`src/rtl/risc_seq_ctrl_pkg.sv`:
```
// Shared types and constants for the RISC multi-cycle sequencer.
// The opcode width is fixed by the ISA, so it lives here rather than as a module parameter.
package risc_ctrl_pkg;

  localparam int OP_WIDTH = 3;

  typedef enum logic [3:0] {
    ST_IDLE   = 4'd0,
    ST_FETCH  = 4'd1,
    ST_DECODE = 4'd2,
    ST_EXEC   = 4'd3,
    ST_MEMRD  = 4'd4,
    ST_WB     = 4'd5,
    ST_MEMWR  = 4'd6,
    ST_HALT   = 4'd7,
    ST_ERR    = 4'd8
  } state_t;

  localparam logic [OP_WIDTH-1:0] OP_HLT = 3'd0;
  localparam logic [OP_WIDTH-1:0] OP_SKZ = 3'd1;
  localparam logic [OP_WIDTH-1:0] OP_ADD = 3'd2;
  localparam logic [OP_WIDTH-1:0] OP_AND = 3'd3;
  localparam logic [OP_WIDTH-1:0] OP_XOR = 3'd4;
  localparam logic [OP_WIDTH-1:0] OP_LDA = 3'd5;
  localparam logic [OP_WIDTH-1:0] OP_STO = 3'd6;
  localparam logic [OP_WIDTH-1:0] OP_JMP = 3'd7;

  // States that sit on the memory handshake and are guarded by the wait timer.
  function automatic logic is_wait_state(input state_t s);
    return (s == ST_FETCH) || (s == ST_MEMRD) || (s == ST_MEMWR);
  endfunction

endpackage

```
`src/rtl/risc_seq_ctrl_if.sv`:
```
// Datapath/memory-facing signal bundle of the sequencer.
// master = datapath side (drives status in), slave = sequencer (drives enables out).
interface risc_seq_ctrl_if;
  import risc_ctrl_pkg::*;

  logic                START;
  logic [OP_WIDTH-1:0] OPCODE;
  logic                ZERO;
  logic                MEM_RDY;
  logic                IR_EN;
  logic                PC_EN;
  logic                PC_LOAD;
  logic                ACC_EN;
  logic                ADDR_SEL;
  logic                MEM_RD;
  logic                MEM_WR;
  logic                HALTED;
  logic                ERR;

  modport master (
    output START, OPCODE, ZERO, MEM_RDY,
    input  IR_EN, PC_EN, PC_LOAD, ACC_EN, ADDR_SEL, MEM_RD, MEM_WR, HALTED, ERR
  );

  modport slave (
    input  START, OPCODE, ZERO, MEM_RDY,
    output IR_EN, PC_EN, PC_LOAD, ACC_EN, ADDR_SEL, MEM_RD, MEM_WR, HALTED, ERR
  );

endinterface

```
`src/rtl/risc_seq_ctrl_mem_wait_timer.sv`:
```
// Memory wait-state watchdog: counts stalled cycles and flags the last allowed one.
// EXPIRE is combinational so the sequencer can leave for ERR on the following edge.
module mem_wait_timer #(
  parameter int WAIT_MAX = 15
) (
  input  logic CLK,
  input  logic RST_N,
  input  logic CLR,
  input  logic RUN,
  output logic EXPIRE
);

  localparam logic [7:0] TERM_CNT = 8'(WAIT_MAX - 1);

  logic [7:0] cnt_q;

  always_ff @(posedge CLK or negedge RST_N) begin
    if (!RST_N) begin
      cnt_q <= 8'd0;
    end else if (CLR) begin
      cnt_q <= 8'd0;
    end else if (RUN) begin
      cnt_q <= cnt_q + 8'd1;
    end
  end

  assign EXPIRE = RUN && (cnt_q == TERM_CNT);

endmodule

```
`src/rtl/risc_seq_ctrl.sv`:
```
// Multi-cycle fetch/decode/execute sequencer; sole driver of the datapath register enables.
//
//   state  | meaning
//   IDLE   | after reset, waiting for START
//   FETCH  | read instruction at PC, IR_EN when memory ready
//   DECODE | PC <= PC+1
//   EXEC   | act on OPCODE (skip, jump, halt, or go to memory)
//   MEMRD  | read operand at IR address
//   WB     | load accumulator
//   MEMWR  | write accumulator to IR address
//   HALT   | parked, START resumes at current PC
//   ERR    | memory timeout, left only through reset
module risc_seq_ctrl
  import risc_ctrl_pkg::*;
#(
  parameter int WAIT_MAX = 15
) (
  input  logic             CLK,
  input  logic             RST_N,
  risc_seq_ctrl_if.slave   bus
);

  state_t state_q;
  state_t state_d;
  logic   in_wait;
  logic   tmr_clr;
  logic   tmr_run;
  logic   tmr_expire;

  // Counter is held at zero outside wait states, which gives the clear-on-entry behaviour.
  assign in_wait = is_wait_state(state_q);
  assign tmr_run = in_wait && !bus.MEM_RDY;
  assign tmr_clr = !in_wait || bus.MEM_RDY;

  mem_wait_timer #(.WAIT_MAX(WAIT_MAX)) u_wait_timer (
    .CLK    (CLK),
    .RST_N  (RST_N),
    .CLR    (tmr_clr),
    .RUN    (tmr_run),
    .EXPIRE (tmr_expire)
  );

  always_ff @(posedge CLK or negedge RST_N) begin
    if (!RST_N) begin
      state_q <= ST_IDLE;
    end else begin
      state_q <= state_d;
    end
  end

  always_comb begin
    state_d      = state_q;
    bus.IR_EN    = 1'b0;
    bus.PC_EN    = 1'b0;
    bus.PC_LOAD  = 1'b0;
    bus.ACC_EN   = 1'b0;
    bus.ADDR_SEL = 1'b0;
    bus.MEM_RD   = 1'b0;
    bus.MEM_WR   = 1'b0;
    bus.HALTED   = 1'b0;
    bus.ERR      = 1'b0;

    case (state_q)
      ST_IDLE: begin
        if (bus.START) state_d = ST_FETCH;
      end

      ST_FETCH: begin
        bus.MEM_RD = 1'b1;
        bus.IR_EN  = bus.MEM_RDY;
        if (bus.MEM_RDY)     state_d = ST_DECODE;
        else if (tmr_expire) state_d = ST_ERR;
      end

      ST_DECODE: begin
        bus.PC_EN = 1'b1;
        state_d   = ST_EXEC;
      end

      ST_EXEC: begin
        case (bus.OPCODE)
          OP_HLT: state_d = ST_HALT;
          OP_SKZ: begin
            bus.PC_EN = bus.ZERO;
            state_d   = ST_FETCH;
          end
          OP_JMP: begin
            bus.PC_EN   = 1'b1;
            bus.PC_LOAD = 1'b1;
            state_d     = ST_FETCH;
          end
          OP_ADD, OP_AND, OP_XOR, OP_LDA: state_d = ST_MEMRD;
          OP_STO: state_d = ST_MEMWR;
          default: state_d = ST_FETCH;
        endcase
      end

      ST_MEMRD: begin
        bus.ADDR_SEL = 1'b1;
        bus.MEM_RD   = 1'b1;
        if (bus.MEM_RDY)     state_d = ST_WB;
        else if (tmr_expire) state_d = ST_ERR;
      end

      ST_WB: begin
        bus.ACC_EN = 1'b1;
        state_d    = ST_FETCH;
      end

      ST_MEMWR: begin
        bus.ADDR_SEL = 1'b1;
        bus.MEM_WR   = 1'b1;
        if (bus.MEM_RDY)     state_d = ST_FETCH;
        else if (tmr_expire) state_d = ST_ERR;
      end

      ST_HALT: begin
        bus.HALTED = 1'b1;
        if (bus.START) state_d = ST_FETCH;
      end

      ST_ERR: begin
        bus.ERR = 1'b1;
      end

      default: state_d = ST_IDLE;
    endcase
  end

endmodule

```
`src/flat_wrapper.sv`:
```
// flat-port wrapper written by rule: the top's interface ports become plain ports
module risc_seq_ctrl_flat import risc_ctrl_pkg::*;
#(
  parameter int WAIT_MAX = 15
)
  (CLK, RST_N, bus_START, bus_OPCODE, bus_ZERO, bus_MEM_RDY, bus_IR_EN, bus_PC_EN, bus_PC_LOAD, bus_ACC_EN, bus_ADDR_SEL, bus_MEM_RD, bus_MEM_WR, bus_HALTED, bus_ERR);
  risc_seq_ctrl_if bus_i ();
  input  logic CLK;
  input  logic RST_N;
  input wire logic [$bits(bus_i.START)-1:0] bus_START;
  input wire logic [$bits(bus_i.OPCODE)-1:0] bus_OPCODE;
  input wire logic [$bits(bus_i.ZERO)-1:0] bus_ZERO;
  input wire logic [$bits(bus_i.MEM_RDY)-1:0] bus_MEM_RDY;
  output wire logic [$bits(bus_i.IR_EN)-1:0] bus_IR_EN;
  output wire logic [$bits(bus_i.PC_EN)-1:0] bus_PC_EN;
  output wire logic [$bits(bus_i.PC_LOAD)-1:0] bus_PC_LOAD;
  output wire logic [$bits(bus_i.ACC_EN)-1:0] bus_ACC_EN;
  output wire logic [$bits(bus_i.ADDR_SEL)-1:0] bus_ADDR_SEL;
  output wire logic [$bits(bus_i.MEM_RD)-1:0] bus_MEM_RD;
  output wire logic [$bits(bus_i.MEM_WR)-1:0] bus_MEM_WR;
  output wire logic [$bits(bus_i.HALTED)-1:0] bus_HALTED;
  output wire logic [$bits(bus_i.ERR)-1:0] bus_ERR;
  assign bus_i.START = bus_START;
  assign bus_i.OPCODE = bus_OPCODE;
  assign bus_i.ZERO = bus_ZERO;
  assign bus_i.MEM_RDY = bus_MEM_RDY;
  assign bus_IR_EN = bus_i.IR_EN;
  assign bus_PC_EN = bus_i.PC_EN;
  assign bus_PC_LOAD = bus_i.PC_LOAD;
  assign bus_ACC_EN = bus_i.ACC_EN;
  assign bus_ADDR_SEL = bus_i.ADDR_SEL;
  assign bus_MEM_RD = bus_i.MEM_RD;
  assign bus_MEM_WR = bus_i.MEM_WR;
  assign bus_HALTED = bus_i.HALTED;
  assign bus_ERR = bus_i.ERR;
  risc_seq_ctrl #(.WAIT_MAX(WAIT_MAX)) u_core (.CLK(CLK), .RST_N(RST_N), .bus(bus_i));
endmodule
```
`config.mk`:
```
export PLATFORM = sky130hd
export DESIGN_NAME = risc_seq_ctrl_flat
export DESIGN_NICKNAME = d
export VERILOG_FILES = /design/src/rtl/risc_seq_ctrl_pkg.sv /design/src/rtl/risc_seq_ctrl_if.sv /design/src/rtl/risc_seq_ctrl_mem_wait_timer.sv /design/src/rtl/risc_seq_ctrl.sv /design/src/flat_wrapper.sv
export SDC_FILE = /design/constraint.sdc
export NUM_CORES = 1
export LEC_CHECK = 0
export ABC_CLOCK_PERIOD_IN_PS = 2700
export BUFFER_PORTS_ARGS = -buffer_cell sky130_fd_sc_hd__buf_2
export CAP_MARGIN = 15
export CELL_PAD_IN_SITES_DETAIL_PLACEMENT = 0
export CELL_PAD_IN_SITES_GLOBAL_PLACEMENT = 1
export CORE_MARGIN = 1
export CORE_UTILIZATION = 25
export CTS_CLUSTER_DIAMETER = 200
export CTS_CLUSTER_SIZE = 30
export DETAILED_ROUTE_END_ITERATION = 10
export PLACE_DENSITY = 0.52
export SLEW_MARGIN = 20
export SYNTH_ARGS = -nofsm -noshare
export SYNTH_HDL_FRONTEND = slang
export SYNTH_SLANG_ARGS = --single-unit
```
`constraint.sdc`:
```
create_clock -name CLK -period 2.7 [get_ports CLK]
set_input_delay 0.405 -clock CLK [delete_from_list [all_inputs] [get_ports CLK]]
set_output_delay 0.405 -clock CLK [all_outputs]
set_load 0.01 [all_outputs]
```
# Word-level counts from Yosys, hierarchy flattened
# Cells that the tools add are included.
[word_totals]
register_bits = 12
latch_bits = 0
ram_bits = 0
rom_bits = 0
inputBits = 8
output_inout_bits = 9
wordCells = 57
n_memories = 0
[classes]
addsub = 1
n_mul = 0
div_mod_pow = 0
order_cmp = 0
eq_ne = 17
shift = 0
mux = 20
bitwise = 1
reduce_logical = 16
[op_table]
columns = ["op", "n"]
rows = [
  ["$pmux W4 S8", 1],
  ["$mux W4", 5],
  ["$eq A4 B3 Y1 const B", 4],
  ["$mux W8", 2],
  ["$pmux W4 S4", 1],
  ["$eq A3 B3 Y1 const B", 4],
  ["$mux W1", 9],
  ["$add A8 B1 Y8 const B", 1],
  ["$eq A4 B2 Y1 const B", 2],
  ["$eq A8 B4 Y1 const B", 1],
  ["$reduce_or A2 Y1", 4],
  ["$eq A3 B2 Y1 const B", 2],
  ["$eq A4 B1 Y1 const B", 1],
  ["$eq A4 B4 Y1 const B", 1],
  ["$logic_not A4 Y1", 1],
  ["$pmux W1 S2", 2],
  ["$reduce_or A4 Y1", 1],
  ["$eq A3 B1 Y1 const B", 1],
  ["$logic_not A3 Y1", 1],
  ["$logic_or A1 B1 Y1", 3],
  ["$logic_and A1 B1 Y1", 2],
  ["$logic_not A1 Y1", 2],
  ["$ne A2 B1 Y1 const B", 1],
  ["$reduce_and A2 Y1", 1],
  ["other kinds (2)", 2],
]

# Longest topological paths before layout
[depth]
ltp_word = 8
ltp_mapped = 5
ltp_nobuf = 5

# Cells and area by module
# Synthesis repeated with hierarchy kept, for this count alone.
[unflattened]
cells_unflattened = 96
hier_area_um2 = 835.8
[by_module_without_submodules]
columns = ["module", "instances", "cells_each", "area_per_inst_um2", "seq_area_each_um2"]
rows = [
  ["risc_seq_ctrl", 1, 55, 425.4, 100.1],
  ["mem_wait_timer", 1, 41, 410.4, 200.2],
]

# Worst setup path after synthesis
# Ideal clock, no wire load.
[synth_timing]
path_kind = "reg-to-output"
start = "reg u_core.state_q[2]"
end = "out bus_PC_EN"
arrival_time_ps = 1162
required_time_ps = 2295
setup_slack_ps = 1133
stages_incl_launch_ff = 4
n_path_buf = 1
path_cell_list = "dfrtp_1 > clkbuf_1 > nor3b_1 > a21boi_0"
[synth_between]
elab_chain_cells = 2
elab_cells_between_ends = 3
[synth_rtl]
columns = ["item", "line", "source"]
rows = [
  ["from (decl)", "risc_seq_ctrl.sv:23", "state_t state_q;"],
  ["from (signal assigned)", "risc_seq_ctrl.sv:47", "state_q <= state_d;"],
  ["$eq A4 B2 Y1", "risc_seq_ctrl.sv:63", "case (state_q)"],
  ["$pmux W1 S2 *", "risc_seq_ctrl.sv:63", ""],
  ["to (decl)", "flat_wrapper.sv:15", "output wire logic [$bits(bus_i.PC_EN)-1:0] bus_PC_EN;"],
]
# Every way passes the cells marked *; elsewhere a longest branch is shown, timed or not.

# Final worst setup path
[layout_timing]
start = "reg u_core.state_q[0]"
end = "out bus_ACC_EN"
[layout_between]
elab_chain_cells = 2
[layout_rtl]
columns = ["item", "line", "source"]
rows = [
  ["$eq A4 B3 Y1", "risc_seq_ctrl.sv:63", ""],
  ["$mux W1", "risc_seq_ctrl.sv:63", ""],
  ["to (decl)", "flat_wrapper.sv:17", "output wire logic [$bits(bus_i.ACC_EN)-1:0] bus_ACC_EN;"],
]
# No other way between the ends.

==> impl_metrics.tcl <==
set metrics [dict create \
    die_area_mm2 0.00328 \
    cts_buffers 3 \
    p_clk_frac 0.161 \
    p_int_uw 387 \
    critical_path_class "reg2out" \
    leakagePower_uw 0.000430 \
    cts_setup_buffers 0 \
    grt-ovfl-total 0 \
    multi_input_comb_area_um2 438 \
    synth_xor_area_frac 0.0802 \
    synth_edf_count 0 \
    die_w_um 57.3 \
    coreArea_mm2 0.00283 \
    grt_pass1_wl_um 2950 \
    initial_core_util 0.270 \
    grt_max_degree 15 \
    place_congestion 0.801 \
    finalClockSkew_ns 0.00469 \
    status "complete, no violations" \
    clockRootBuffer "clkbuf_4" \
    grt_pass1_vias 632 \
    synth_cells 87 \
    syn_avg_cell_area_um2 8.79 \
    synth.cell_area_um2 764 \
    dp_hpwl_um 1290 \
    drt_iter0_drc 13 \
    crit_arrival_ns 1.60 \
    regArea_um2 300 \
    routed_wl_um 1690 \
    synthMuxAreaShare 0 \
    final.min_clock_period_ns 2.01 \
    rsz0062_at_grt "false" \
    synth_compound_area_frac 0.113 \
    cts_buffer_depth 2 \
    track_usage 0.116 \
    synth_seq_cells 12 \
    synth_ff_type "dfrtp_1" \
    tritoncts "yes" \
    slew_viol_final 0 \
    worstSetupStartpointType "flop" \
    crit_start "u_core.state_q[0]$_DFFE_PN0P_" \
    tightest_slew_ns 0.388 \
    instances_no_fill 134 \
    cts_resized 0 \
    drc_errors 0 \
    stdcell_area_um2 887 \
    power_density_mw_per_mm2 748 \
    yosys.area_share.simple 0.347 \
    dr.pass1.iters 2 \
    endpoint_kind "output port" \
    fin_crit_sh 0.743 \
    via_per_inst 5.00 \
    slew_headroom 0.742 \
    row_count 19 \
    num_vias 670 \
    ant_nets 0 \
    required_ns 2.30 \
    boundaryPins 17 \
    clk_latency_ns 0.27 \
    ctsHoldBuffers 0 \
    postPlaceCellArea_um2 865 \
    placed_cells 131 \
    swShare 0.416 \
    synth_seq_area_share 0.393 \
    synth-async-reset-ratio 1.00 \
    path_clk_slew_ns 0.07 \
    cts.sinks 12 \
    synth_top_family_by_area "simple AND/OR/NAND/NOR gates" \
    ir_worst_vdd_uv 168 \
    timing.hold.ws_ns 0.00305 \
    setup_viol 0 \
    fp.dieH_um 57.3 \
    area_growth_pct 16.0 \
    hold_viol 0 \
    yosys_warnings 0 \
    antenna_cells 0 \
    total_power_uw 663 \
    cp_max_fo 9 \
    cts_max_level 1 \
    fin_nets 115 \
    comb_power_share 0.416 \
    io_buffers 16 \
    r2r-start "u_core.state_q[1]$_DFFE_PN0P_" \
    grt_antenna_before_repair 0 \
    p_seq_frac 0.423 \
    synth_fa_ha_area_frac 0.0327 \
    max_freq_mhz 498 \
    hold_path.class "in2async" \
    final_layout_size_suffix_gt1_frac 0.204 \
    synth_fp_nets 97 \
    p_sw_uw 276 \
    setup_tns_ns 0 \
    max_cap_violations 0 \
    wl_per_cell_um 12.6 \
    ys_types 34 \
    fillerInstances 314 \
]
cell usage after synthesis, types with 2 or more instances:
cell type | n | share of area
dfrtp_1 | 12 | 0.39
nor2_1 | 12 | 0.059
nand2_1 | 11 | 0.054
and3_1 | 6 | 0.049
xor2_1 | 6 | 0.069
o21ai_0 | 3 | 0.020
and2_1 | 2 | 0.016
clkbuf_1 | 2 | 0.0098
ha_1 | 2 | 0.033
inv_1 | 2 | 0.0098
nand2b_1 | 2 | 0.016
nand4_1 | 2 | 0.016
nor2b_1 | 2 | 0.016
nor3b_1 | 2 | 0.020
nor4_1 | 2 | 0.016
worst paths after layout:
path,cells past startpoint,slack (ns),to
worst max-delay path,4,0.69,bus_ACC_EN
worst min-delay path,1,0.003,u_core.state_q[3]$_DFFE_PN0P_
worst max register to register,4,0.89,u_core.state_q[1]$_DFFE_PN0P_
worst min register to register,1,0.51,u_core.u_wait_timer.cnt_q[0]$_DFF_PN0_
max in group asynchronous,1,2.48,u_core.u_wait_timer.cnt_q[2]$_DFF_PN0_
min in group CLK,3,0.45,u_core.state_q[0]$_DFFE_PN0P_
power by group through the flow:
| stage | sequential, µW | clock, µW | combinational [µW] |
|---|---|---|---|
| floorplan | 242 | 0 | 242 |
| global placement | 282 | 0 | 283 |
| detailed placement | 284 | 0 | 279 |
| CTS | 282 | 113 | 281 |
| global route | 292 | 119 | 315 |
| finish | 281 | 107 | 276 |
cells in the final DEF (no fill, tap or decap), drive strengths merged:
master / synthesis / final
nand4b: 1 / 1
a21bo: 1 / 1
nand4: 2 / 2
a211o: 1 / 1
o22ai: 1 / 1
a21oi: 1 / 1
nor2: 12 / 12
a211oi: 1 / 1
nand3: 1 / 1
buf: 1 / 16
xor2: 6 / 6
nor3: 1 / 1
o221ai: 1 / 1
and3: 6 / 6
nand2: 11 / 11
nand2b: 2 / 2
xnor2: 1 / 1
clkbuf: 2 / 3
nor4b: 1 / 1
a21boi: 1 / 1
nor2b: 3 / 3
or2b: 1 / 1
dfrtp: 12 / 12
nor3b: 2 / 2
inv: 2 / 2
o21ai: 3 / 3
and2: 2 / 2
or3b: 1 / 1
nor4: 2 / 2
ha: 2 / 2
o311a: 1 / 1
or2: 1 / 1
o211ai: 1 / 1
registers in the layout (all words and copies together) (netlist names):
name and flops:
u_core.u_wait_timer.cnt_q 8, u_core.state_q 4
per-layer routing:
| layer | wire [µm] | vias to the layer above | global-route usage |
|---|---|---|---|
| met4 | 14 | 0 | 0.0418 |
| met2 | 740 | 13 | 0.168 |
| met1 | 884 | 319 | 0.168 |
| li1 | - | 336 | - |
| met3 | 48 | 2 | 0.0272 |
| met5 | 0 | - | 0 |
worst max-delay path: stages, from the launching register on:
cell	delay, ns
dfrtp_1	0.48
nor2b_1	0.39
inv_1	0.12
nor3b_1	0.20
buf_2	0.16
layout make-up:
cell class | count | area share
tap | 31 | 0.0437
inverter | 2 | 0.00846
sequential | 12 | 0.339
timing repair buffer | 16 | 0.0903
clock buffer | 3 | 0.0254
multi-input combinational | 70 | 0.494
through the flow:
step                setup slack (ns)   util
detailed placement             0.912  0.306
global route                   0.520  0.314
global placement               0.941  0.306
finish                         0.693  0.314
CTS                            0.655  0.314
floorplan                       1.13      -
cell families after synthesis:
group / count (synthesis)
compound gates: 12
xor+xnor: 7
fa+ha+maj: 2
buf+inv: 5
flops: 12
simple gates: 49
No activity file was read; power rests on OpenSTA's default activity.
